### src/rtl/rf_pkg.sv
// Shared types and defaults for the multiport register file with clear sequencer.
// Optional build macro: RF_BYPASS_EN (write-through forwarding on the read ports).
package rf_pkg;

    typedef enum logic [1:0] {
        IDLE,
        SWEEP,
        DONE
    } clr_state_e;

    localparam int DATA_W_DEF = 16;
    localparam int ADDR_W_DEF = 3;
    localparam int NUM_RD_DEF = 3;

    function automatic int rf_depth(input int addr_w);
        return 1 << addr_w;
    endfunction

endpackage

### src/rtl/rf_clear_seq.sv
// Clear sequencer: on request sweeps one register per cycle to zero, then pulses done.
// Latency: DEPTH busy cycles plus one DONE cycle; writes arriving while busy are dropped and flagged.
module rf_clear_seq
    import rf_pkg::*;
#(
    parameter int ADDR_W = ADDR_W_DEF
) (
    input  logic              clk,
    input  logic              rst,
    input  logic              clr_req_i,
    input  logic              wr_req_i,
    output logic              clr_stb_o,
    output logic [ADDR_W-1:0] clr_idx_o,
    output logic              wr_gate_o,
    output logic              clr_busy_o,
    output logic              clr_done_o,
    output logic              wr_dropped_o
);

    localparam int                DEPTH = rf_depth(ADDR_W);
    localparam logic [ADDR_W-1:0] LAST  = ADDR_W'(DEPTH - 1);

    clr_state_e        state_q;
    logic [ADDR_W-1:0] idx_q;
    logic              busy_q;
    logic              done_q;
    logic              drop_q;

    always_ff @(posedge clk or negedge rst) begin
        if (!rst) begin
            state_q <= IDLE;
            idx_q   <= '0;
            busy_q  <= 1'b0;
            done_q  <= 1'b0;
            drop_q  <= 1'b0;
        end else begin
            drop_q <= busy_q && wr_req_i;
            done_q <= 1'b0;
            case (state_q)
                IDLE: begin
                    if (clr_req_i) begin
                        state_q <= SWEEP;
                        idx_q   <= '0;
                        busy_q  <= 1'b1;
                    end
                end
                SWEEP: begin
                    idx_q <= idx_q + 1'b1;
                    if (idx_q == LAST) begin
                        state_q <= DONE;
                        busy_q  <= 1'b0;
                        done_q  <= 1'b1;
                    end
                end
                DONE:    state_q <= IDLE;
                default: state_q <= IDLE;
            endcase
        end
    end

    // busy_q mirrors the SWEEP state, so it doubles as the clear strobe
    assign clr_stb_o    = busy_q;
    assign clr_idx_o    = idx_q;
    assign wr_gate_o    = ~busy_q;
    assign clr_busy_o   = busy_q;
    assign clr_done_o   = done_q;
    assign wr_dropped_o = drop_q;

endmodule

### src/rtl/rf_multiport_clr.sv
// Register file with NUM_RD combinational read ports, one write port and a hardware clear sweep.
// Optional build macro: RF_BYPASS_EN forwards an accepted write to matching read ports in the same cycle.
module rf_multiport_clr
    import rf_pkg::*;
#(
    parameter int DATA_W = DATA_W_DEF,
    parameter int ADDR_W = ADDR_W_DEF,
    parameter int NUM_RD = NUM_RD_DEF
) (
    input  logic                     clk,
    input  logic                     rst,
    input  logic [ADDR_W-1:0]        wr_addr,
    input  logic [DATA_W-1:0]        wr_data,
    input  logic                     wr_dis,
    input  logic [NUM_RD*ADDR_W-1:0] rd_sel,
    output logic [NUM_RD*DATA_W-1:0] rd_data,
    input  logic                     clr_req,
    output logic                     clr_busy,
    output logic                     clr_done,
    output logic                     wr_dropped
);

    localparam int DEPTH = rf_depth(ADDR_W);

    logic [DATA_W-1:0] regs_q [DEPTH];
    logic [DATA_W-1:0] regs_d [DEPTH];
    logic              clr_stb;
    logic [ADDR_W-1:0] clr_idx;
    logic              wr_gate;
    logic              wr_en;

    rf_clear_seq #(
        .ADDR_W (ADDR_W)
    ) u_clear_seq (
        .clk          (clk),
        .rst          (rst),
        .clr_req_i    (clr_req),
        .wr_req_i     (~wr_dis),
        .clr_stb_o    (clr_stb),
        .clr_idx_o    (clr_idx),
        .wr_gate_o    (wr_gate),
        .clr_busy_o   (clr_busy),
        .clr_done_o   (clr_done),
        .wr_dropped_o (wr_dropped)
    );

    assign wr_en = ~wr_dis & wr_gate;

    // The clear strobe and an accepted write are mutually exclusive by construction
    always_comb begin
        regs_d = regs_q;
        if (clr_stb) begin
            regs_d[clr_idx] = '0;
        end else if (wr_en) begin
            regs_d[wr_addr] = wr_data;
        end
    end

    always_ff @(posedge clk or negedge rst) begin
        if (!rst) begin
            regs_q <= '{default: '0};
        end else begin
            regs_q <= regs_d;
        end
    end

    for (genvar k = 0; k < NUM_RD; k++) begin : g_rd
        logic [ADDR_W-1:0] sel;
        assign sel = rd_sel[k*ADDR_W +: ADDR_W];
`ifdef RF_BYPASS_EN
        assign rd_data[k*DATA_W +: DATA_W] = (wr_en && (sel == wr_addr)) ? wr_data : regs_q[sel];
`else
        assign rd_data[k*DATA_W +: DATA_W] = regs_q[sel];
`endif
    end

endmodule
### config.mk
export PLATFORM = sky130hd
export DESIGN_NAME = rf_multiport_clr
export DESIGN_NICKNAME = d
export VERILOG_FILES = /design/src/rtl/rf_pkg.sv /design/src/rtl/rf_clear_seq.sv /design/src/rtl/rf_multiport_clr.sv
export SDC_FILE = /design/constraint.sdc
export NUM_CORES = 1
export LEC_CHECK = 0
export CAP_MARGIN = 20
export CORE_MARGIN = 5
export CORE_UTILIZATION = 40
export CTS_CLUSTER_DIAMETER = 80
export DETAILED_ROUTE_END_ITERATION = 7
export PLACE_DENSITY_LB_ADDON = 0.05
export SYNTH_ARGS = -nofsm -noshare
export SYNTH_HDL_FRONTEND = slang
export SYNTH_HIERARCHICAL = 1
export SYNTH_SLANG_ARGS = --single-unit
### constraint.sdc
create_clock -name clk -period 2.5 [get_ports clk]
set_input_delay 0.5 -clock clk [delete_from_list [all_inputs] [get_ports clk]]
set_output_delay 0.5 -clock clk [all_outputs]
set_load 0.005 [all_outputs]
==> results.md, run 1 <==
- Status: complete, no violations
- Cell Area, Placed: 10040 um^2
- Hold-fix buffers, CTS: 0
- Top cells by count, synth: dfrtp_1 (136), mux2i_1 (129), nand2_1 (128)
- Clock skew: around 0.0049 ns
- Maximum vdd drop: 0.4044 mV
- Tot GR Track Use: 0.2331
- Port-buffer cells: 82
- Final net count: 828
- Ports: 83
- Placement row count: 53
- WL per Instance: approximately 26 um
- Routed Wire Length: 27690 um
- Dpl cells: 994
- Clock root buffer: clkbuf_16
- Die area: 24480 um^2
- DRC: 0
- Reg area: 3403 um^2
- Final worst slack: 0.01269 ns
- Yosys top cell by area: dfrtp_1
- Relative slew slack: 0.5876
- Max cap viols: 0
- Fin. max-slew vios: 0
- Routability congestion estimate: roughly 0.76
- Critical Path AT: 1.99 ns
- LEAKAGE: approximately 5.7 nW
- Period utilisation layout: 0.9949
- Initial antenna violation count: 0
- Routed Antenna Nets: 0
- Worst Setup End Kind: output port
- Synth Flop Type: dfrtp_1
- Least-Margin Pin Slew: 0.6186 ns
- Final setup violation count: 0
- Async SR Flop Fraction: 1.000
- Area growth, synth to finish: 31.77%
- Reg clk slew, reported paths: 0.06 ns
- Ranking of synthesized cells by area: dfrtp_1 (40%), mux4_2 (25%), mux2i_1 (15%)
- DP HPWL: approximately 17000 um
- ANT cells: 0
- Fmax: 0.4020 GHz
- CTS H-tree depth: 4
- Min-delay worst type: in2async
- Number of buffers created by CTS: 17
- Clock insertion delay at the later pin of the skew report: approximately 0.42 ns
- Fraction of layout cells with a size suffix above 1: 0.3779
- Syn. warnings: 6
- Syn nets: 683
- Required time worst endpoint: 2.00 ns
- Post-synthesis cell type count: 30
- Cell area after layout: 11310 um^2
- Seq/Total Area, Yosys: 0.3966
- First-pass GRT wire length: between 40000 and 50000 um
- CTS sink cnt: 136
- Startpoint types: input port
- Total number of vias: 6275
- Worst Path Max Fanout: 6
- Area occupied by multi-input gates: a little under 5000 um^2
- Longest Clk Path Bufs: 2
- Most numerous cell in the Yosys netlist: dfrtp_1
- Vias/cell: 5.799
- Number of synthesized flops with an enable pin: 0
- PwrDens: 856.3 nW/um^2
- Initial Util: 0.4070
- CTS tree: built
- Die X-Extent: 156.5 um
- Final Hold Viols: 0
- Filler cell count: 1802
- Die H: 156.5 um
- Core box area: approximately 21000 um^2
- Largest net degree at the start of global routing: 51
- Flop and latch count out of synthesis: around 140
- Syn avg cell area: 13.22 um^2
- Synth Instances: 649
- Initial DRC count: 445
- Via count of the first global-routing pass: ~7000
- Cell area after synthesis: 8582 um^2
- Final cell count without fillers: approximately 1100
- Crit path kind: in2out
- Post-route setup TNS: 0 ns
- Yosys top cell area share: 0.3966
- Clock period minus worst slack: 2.487 ns
- Grt ovf: 0
- Setup WS pre-CTS: -0.4001 ns
- Drt first pass iters: 5
-- metal layers --
layer | up-vias | global-route usage | wire [um]
met4 | 0 | 0.08058 | 697
met3 | 53 | 0.03982 | 1303
met1 | 3322 | 0.3149 | 11990
li1 | 2704 | - | -
met2 | 196 | 0.3831 | 13710
met5 | - | 0 | 0
-- worst paths after layout --
path,start,end,slack [ns],cells after the start
min in group clk,regs_q[23]$_DFFE_PN0P_,regs_q[23]$_DFFE_PN0P_,0.56,2
worst max register to register,u_clear_seq/clr_busy_o$_DFFE_PN0P_,regs_q[27]$_DFFE_PN0P_,0.69,4
worst min register to register,regs_q[23]$_DFFE_PN0P_,regs_q[23]$_DFFE_PN0P_,0.56,2
max in group asynchronous,rst,regs_q[86]$_DFFE_PN0P_,1.61,2
worst min-delay path,rst,regs_q[70]$_DFFE_PN0P_,0.09,1
worst max-delay path,rd_sel[1],rd_data[0],0.01,4
-- cell families after synthesis --
family          count (synthesis)  share of synthesized area
buf+inv                        77                    0.04797
simple gates                  154                    0.08106
fa+ha+maj                       2                   0.002915
mux                           274                     0.4667
flops                         136                     0.3966
compound gates                  6                   0.004811
-- report_power, final --
| part | leakage [nW] | total, mW | internal [mW] | switching [mW] |
|---|---|---|---|---|
| Combinational | 3.49 | 3.34 | 1.90 | 1.44 |
| Clock | 0.329 | 2.93 | 1.92 | 1.01 |
| Sequential | 1.85 | 3.41 | 2.81 | 0.602 |
-- area by class of cell --
class / count / area share
clock inverters: 13 / 0.01981
flip-flops and latches: 136 / 0.3010
clock buffers: 19 / 0.04005
inverters: 20 / 0.006639
well taps: 275 / 0.03043
multi-input cells: 436 / 0.4255
repair buffers: 183 / 0.1766
-- state kept, by name, indices dropped and copies added (netlist names) --
signal                    count
regs_q                      128
u_clear_seq/wr_dropped_o      1
u_clear_seq/clr_busy_o        1
u_clear_seq/state_q           2
u_clear_seq/clr_idx_o         3
u_clear_seq/clr_done_o        1
-- worst max-delay path: stages --
cell and delay (ns):
clkdlybuf4s50_1 0.58, buf_4 0.26, mux2_2 0.36, dlygate4sd2_1 0.28
-- timing repair --
| action | in CTS | in global routing |
|---|---|---|
| gates resized for setup | 111 | 11 |
| gates cloned | 5 | 0 |
| setup endpoints to repair | 48 | 14 |
| setup buffers | 38 | 14 |
| endpoints found under the hold margin | 0 | 0 |
-- layout by cell type, fill, tap and decap left out, types with 2 or more instances in the layout --
cell             instances
o21ai_0                  2
buf_16                   4
nor2_1                   2
nand4b_1                 3
clkbuf_8                 2
clkdlybuf4s15_1          5
dfrtp_1                136
mux4_2                  96
clkinv_2                 4
a22o_1                   2
nand2_1                128
nand2_2                  6
inv_1                   19
ha_1                     2
nand4bb_1                3
buf_2                   10
clkdlybuf4s15_2          2
bufinv_16                6
mux2_2                  37
nor2b_1                  2
buf_12                  33
buf_4                   62
and2_1                   3
buf_6                    7
clkinvlp_4               2
mux2_4                  12
dlygate4sd2_1           33
and3_1                   2
mux2i_1                129
clkbuf_16               17
clkdlybuf4s50_1         27
-- metrics by stage --
step	hold WS, ns	util	power, mW
after floorplan	0.2044	-	5.217
after global routing	0.1304	0.5363	10.17
after detailed placement	0.5514	0.4763	6.623
after CTS	0.09857	0.5285	9.670
after global placement	0.5270	0.4763	6.478
final	0.08715	0.5363	9.683
Power figures use the tool's default switching activity.
==> run 2, diff against run 1 <==
- TNS_END_PERCENT: default -> 50
==> results.md, run 2 (synthesis results as in run 1) <==
- Status: complete, no violations
- Final setup violation count: 0 (unchanged)
- Largest net degree at the start of global routing: 51 (unchanged)
- Longest Clk Path Bufs: 2 (unchanged)
- Final worst slack: 0.02947 ns (+0.01678 ns)
- Maximum vdd drop: 0.3944 mV (-2.5%)
- Drt first pass iters: 5 (unchanged)
- Fmax: 0.4048 GHz (+0.68%)
- Clock insertion delay at the later pin of the skew report: 0.42 ns (about the same)
- Clock period minus worst slack: 2.471 ns (-0.01678 ns)
- Ports: 83 (unchanged)
- Placement row count: 53 (unchanged)
- Fraction of layout cells with a size suffix above 1: 0.3506 (-0.02736)
- Fin. max-slew vios: 0 (unchanged)
- Worst Setup End Kind: output port
- Routed Wire Length: 27240 um (-1.7%)
- Hold slack final: 0.09121 ns (+0.004063 ns)
- Routability congestion estimate: 0.7625 (unchanged)
- Clock root buffer: clkbuf_16
- Reg clk slew, reported paths: 0.06 ns (about the same)
- Worst Path Max Fanout: 6 (unchanged)
- Tot GR Track Use: 0.2311 (-0.001978)
- Pwr Total: 9.470 mW (-2.2%)
- Via count of the first global-routing pass: 6722 (-1.5%)
- Total number of vias: 6107 (-2.7%)
- Period utilisation layout: 0.9882 (-0.006711)
- Commonest non-fill, non-tap cell in the layout: dfrtp_1
- Vias/cell: 5.827 (+0.48%)
- Least-Margin Pin Slew: 0.6201 ns (+0.001506 ns)
- Max cap viols: 0 (unchanged)
- Dpl cells: 994 (unchanged)
- ANT cells: 0 (unchanged)
- Startpoint types: input port
- CTS H-tree depth: 4 (unchanged)
- DRC: 0 (unchanged)
- Crit path kind: in2out
- Area growth, synth to finish: 27.99%
- WL per Instance: 25.99 um (+1.5%)
- Min-delay worst type: in2async
- Setup WS pre-CTS: -0.4001 ns (unchanged)
- Final cell count without fillers: 1048 (-3.1%)
- Die H: 156.5 um (unchanged)
- Required time worst endpoint: 2.00 ns (about the same)
- DP HPWL: 16660 um (unchanged)
- PwrDens: 862.1 nW/um^2 (+0.68%)
- First-pass GRT wire length: 41640 um (-0.93%)
- Initial DRC count: 481 (+8.1%)
- Max reg flops: 128 (unchanged)
- Initial antenna violation count: 0 (unchanged)
- Die area: 24480 um^2 (unchanged)
- Final Hold Viols: 0 (unchanged)
- Top reg by flops: regs_q
- Die X-Extent: 156.5 um (unchanged)
- Routed Antenna Nets: 0 (unchanged)
- RSZ-0062 raised after global routing: true
- Clock skew: 0.005436 ns (+0.0005040 ns)
- Critical Path AT: 1.97 ns (-0.02 ns)
- Port-buffer cells: 82 (unchanged)
- Final net count: 794 (-4.1%)
- CTS tree: built
- Most frequent cells in the layout: dfrtp_1 (136), mux2i_1 (129), nand2_1 (128)
- LEAKAGE: 5.475 nW (-3.4%)
- Grt ovf: 0 (unchanged)
- Number of buffers created by CTS: 17 (unchanged)
- CTS sink cnt: 136 (unchanged)
- Initial Util: 0.4070 (unchanged)
- Core box area: 21090 um^2 (unchanged)
- Relative slew slack: 0.5866 (-0.001004)
[run 2: cell types whose count changed in the layout (fill, tap and decap cells not counted)]
cell             before  now
buf_2                10    8
mux2_4               12    7
buf_4                62   31
buf_8                 0    1
buf_12               33   28
bufbuf_16             0    1
mux2_2               37   42
clkdlybuf4s15_1       5    2
buf_6                 7    8
clkbuf_2              0    2
buf_16                4    3
dlygate4sd2_1        33   36
[run 2: area by class of cell]
cell class	instances	area, um^2
sequential	136	3403
fill	1826	10100
multi-input combinational	436	4793
clock inverter	13	224.0
tap	275	344.1
timing repair buffer	149	1692
clock buffer	19	452.9
inverter	20	75.07
[run 2: stage by stage]
step / instance area [um^2] / util / setup TNS, ns
6_report: 10980 / 0.5209 / 0
5_1_grt: 10980 / 0.5209 / -0.003590
4_1_cts: 10960 / 0.5199 / -0.09641
3_5_place_dp: 10040 / 0.4763 / -16.63
3_3_place_gp: 10040 / 0.4763 / -16.64
2_1_floorplan: 8582 / - / 0
[run 2: path summary, 6_finish.rpt]
kind	startpoint	end	slack, ns	cells after the start
max reg2reg	u_clear_seq/clr_busy_o$_DFFE_PN0P_	regs_q[27]$_DFFE_PN0P_	0.67	4
min	rst	regs_q[6]$_DFFE_PN0P_	0.09	1
min reg2reg	regs_q[23]$_DFFE_PN0P_	regs_q[23]$_DFFE_PN0P_	0.56	2
min in group clk	regs_q[23]$_DFFE_PN0P_	regs_q[23]$_DFFE_PN0P_	0.56	2
max	rd_sel[1]	rd_data[0]	0.03	4
max in group asynchronous	rst	regs_q[86]$_DFFE_PN0P_	1.61	2
[run 2: what timing repair did]
| item | CTS | global route |
|---|---|---|
| hold endpoints to repair | 0 | 0 |
| hold buffers | 0 | 0 |
| gates resized for setup | 102 | 8 |
| endpoints found under the setup margin | 48 | 11 |
| setup buffers | 14 | 4 |
| gates cloned | 5 | 0 |
[run 2: where the power goes]
group / internal, mW / switching, mW
clock: 1.92 / 1.00
sequential: 2.81 / 0.646
combinational: 1.74 / 1.35
total: 6.47 / 3.00
[run 2: critical path: stages]
cell and delay (ns):
clkdlybuf4s50_1 0.58, buf_4 0.25, mux2_2 0.36, dlygate4sd2_1 0.28
[run 2: per-layer routing]
layer / global-route usage / vias to the layer above / wire length (um)
li1: - / 2645 / -
met1: 0.3137 / 3235 / 11820
met2: 0.3814 / 183 / 13600
met3: 0.03678 / 44 / 1227
met4: 0.07727 / 0 / 580
met5: 0 / - / 0
==> run 3, diff against run 2 <==
- clock period: 2.5 -> 2.76 ns (I/O delays scaled with it)
==> results.md, run 3 (synthesis results as in run 1) <==
- Status: complete, no violations
- Longest Clk Path Bufs: 2 (unchanged)
- Maximum vdd drop: 0.3448 mV (-13%)
- Final worst slack: 0.05623 ns (+0.02675 ns)
- Number of buffers created by CTS: 17 (unchanged)
- Fin. max-slew vios: 0 (unchanged)
- Die area: 24480 um^2 (unchanged)
- Combinational share of power: 0.325 (-0.002)
- Post-route setup TNS: 0 ns (unchanged)
- Clock insertion delay at the later pin of the skew report: 0.42 ns (about the same)
- Core box area: 21090 um^2 (unchanged)
- Routed Wire Length: 26910 um (-1.2%)
- RSZ-0062 raised after global routing: false
- Initial Util: 0.4070 (unchanged)
- Fraction of layout cells with a size suffix above 1: 0.3187 (-0.03186)
- Crit-path max cell delay: 0.50 ns (-0.08 ns)
- Max cap viols: 0 (unchanged)
- Drt first pass iters: 5 (unchanged)
- Startpoint types: input port
- Top reg by flops: regs_q
- Setup WS pre-CTS: -0.2699 ns (+0.1302 ns)
- DP HPWL: 16520 um (-0.88%)
- Most frequent cells in the layout: dfrtp_1 (136), mux2i_1 (129), nand2_1 (128)
- Critical Path AT: 2.15 ns (+0.18 ns)
- Fmax: 0.3699 GHz
- Area occupied by multi-input gates: 4767 um^2 (-0.55%)
- Relative slew slack: 0.6682 (+0.08159)
- ANT cells: 0 (unchanged)
- Ports: 83 (unchanged)
- Pint: 5.947 mW (-8.1%)
- Die X-Extent: 156.5 um (unchanged)
- Port-buffer cells: 82 (unchanged)
- Vias/cell: 5.846 (+0.33%)
- Max reg flops: 128 (unchanged)
- Final net count: 774 (-2.5%)
- Min-delay worst type: in2async
- Reg area: 3403 um^2 (unchanged)
- Grt ovf: 0 (unchanged)
- Period utilisation layout: 0.9796
- Reg clk slew, reported paths: 0.06 ns (about the same)
- DRC: 0 (unchanged)
- Required time worst endpoint: 2.21 ns (+0.21 ns)
- Final core occ: 0.5125 (-0.008366)
- Via count of the first global-routing pass: 6676 (-0.68%)
- Filler cell count: 1790 (-2.0%)
- Crit path kind: in2out
- Total number of vias: 6010 (-1.6%)
- Clock root buffer: clkbuf_16
- Commonest non-fill, non-tap cell in the layout: dfrtp_1
- Initial antenna violation count: 0 (unchanged)
- Initial DRC count: 456 (-5.2%)
- Clock period minus worst slack: roughly 2.7 ns
- Placement row count: 53 (unchanged)
- LEAKAGE: 5.179 nW (-5.4%)
- First-pass GRT wire length: 41970 um (+0.78%)
- CTS H-tree depth: 4 (unchanged)
- Least-Margin Pin Slew: 0.4978 ns (-0.1224 ns)
- CTS tree: built
- Routability congestion estimate: 0.7537 (-1.2%)
- Cells along the critical path: buf_6 > buf_12 > mux4_2 > mux2_2 > clkdlybuf4s50_1
- Clock power frac: 0.308 (about the same)
- CTS sink cnt: 136 (unchanged)
- NetSw: 2.695 mW (-10%)
- Tot GR Track Use: 0.2303 (-0.0008117)
- Switching share of power: 0.3118 (-0.004881)
- Final setup violation count: 0 (unchanged)
- Hold-fix buffers, CTS: 0 (unchanged)
- Area growth, synth to finish: 25.94%
- Final Hold Viols: 0 (unchanged)
- Sequential share of power: 0.366 (about the same)
- Worst Setup End Kind: output port
- PwrDens: 799.6 nW/um^2 (-7.2%)
- WL per Instance: 26.18 um (+0.74%)
- Worst Path Max Fanout: 8 (+2)
- Routed Antenna Nets: 0 (unchanged)
- CP max stage cell: mux4_2
- Hold slack final: 0.05749 ns (-0.03372 ns)
- Largest net degree at the start of global routing: 65 (+27%)
- Pwr Total: 8.642 mW (-8.7%)
- Die H: 156.5 um (unchanged)
- Clock skew: 0.008400 ns (+0.002964 ns)
[run 3: final timing paths]
path / depth (start not counted) / slack [ns] / from / to
max: 5 / 0.06 / rd_sel[0] / rd_data[14]
min: 1 / 0.06 / rst / regs_q[91]$_DFFE_PN0P_
max reg2reg: 5 / 0.89 / u_clear_seq/clr_busy_o$_DFFE_PN0P_ / regs_q[16]$_DFFE_PN0P_
min reg2reg: 1 / 0.55 / u_clear_seq/state_q[1]$_DFFE_PN0P_ / u_clear_seq/state_q[0]$_DFFE_PN0P_
max in group asynchronous: 2 / 2.00 / rst / regs_q[47]$_DFFE_PN0P_
min in group clk: 1 / 0.55 / u_clear_seq/state_q[1]$_DFFE_PN0P_ / u_clear_seq/state_q[0]$_DFFE_PN0P_
[run 3: power groups by stage]
| stage | registers, mW | clock network (mW) | logic, mW |
|---|---|---|---|
| 2_1_floorplan | 2.93 | 0 | 1.80 |
| 3_3_place_gp | 3.12 | 0 | 2.75 |
| 3_5_place_dp | 3.18 | 0 | 2.81 |
| 4_1_cts | 3.14 | 2.71 | 2.85 |
| 5_1_grt | 3.25 | 2.79 | 3.06 |
| 6_report | 3.17 | 2.67 | 2.81 |
[run 3: cell type report]
type / instances / share of cell area
multi-input cells: 436 / 0.4411
flip-flops and latches: 136 / 0.3149
repair buffers: 129 / 0.1417
clock buffers: 20 / 0.04318
well taps: 275 / 0.03184
clock inverters: 12 / 0.02038
inverters: 20 / 0.006946
[run 3: critical path: cells and delay by family]
family                 cells  cell delay [ns]
buffers and inverters      3             0.78
multiplexers               2             0.81
[run 3: layer usage]
layer  track usage  wire length (um)  up-vias
li1              -                 -     2589
met1        0.3165             11570     3151
met2        0.3759             13380      221
met3       0.03567              1319       49
met4       0.07769               644        0
met5             0                 0        -
[run 3: what timing repair did]
action / CTS / global route
buffers inserted: 4 / 0
resized for setup: 25 / 0
setup endpoints to repair: 48 / 0
[run 3: per-stage QoR]
stage                     cell area, um^2  instances
after floorplan                      8582        649
after global routing                10810       1028
after detailed placement             9961        988
final                               10810       1028
after CTS                           10810       1028
after global placement               9961        988
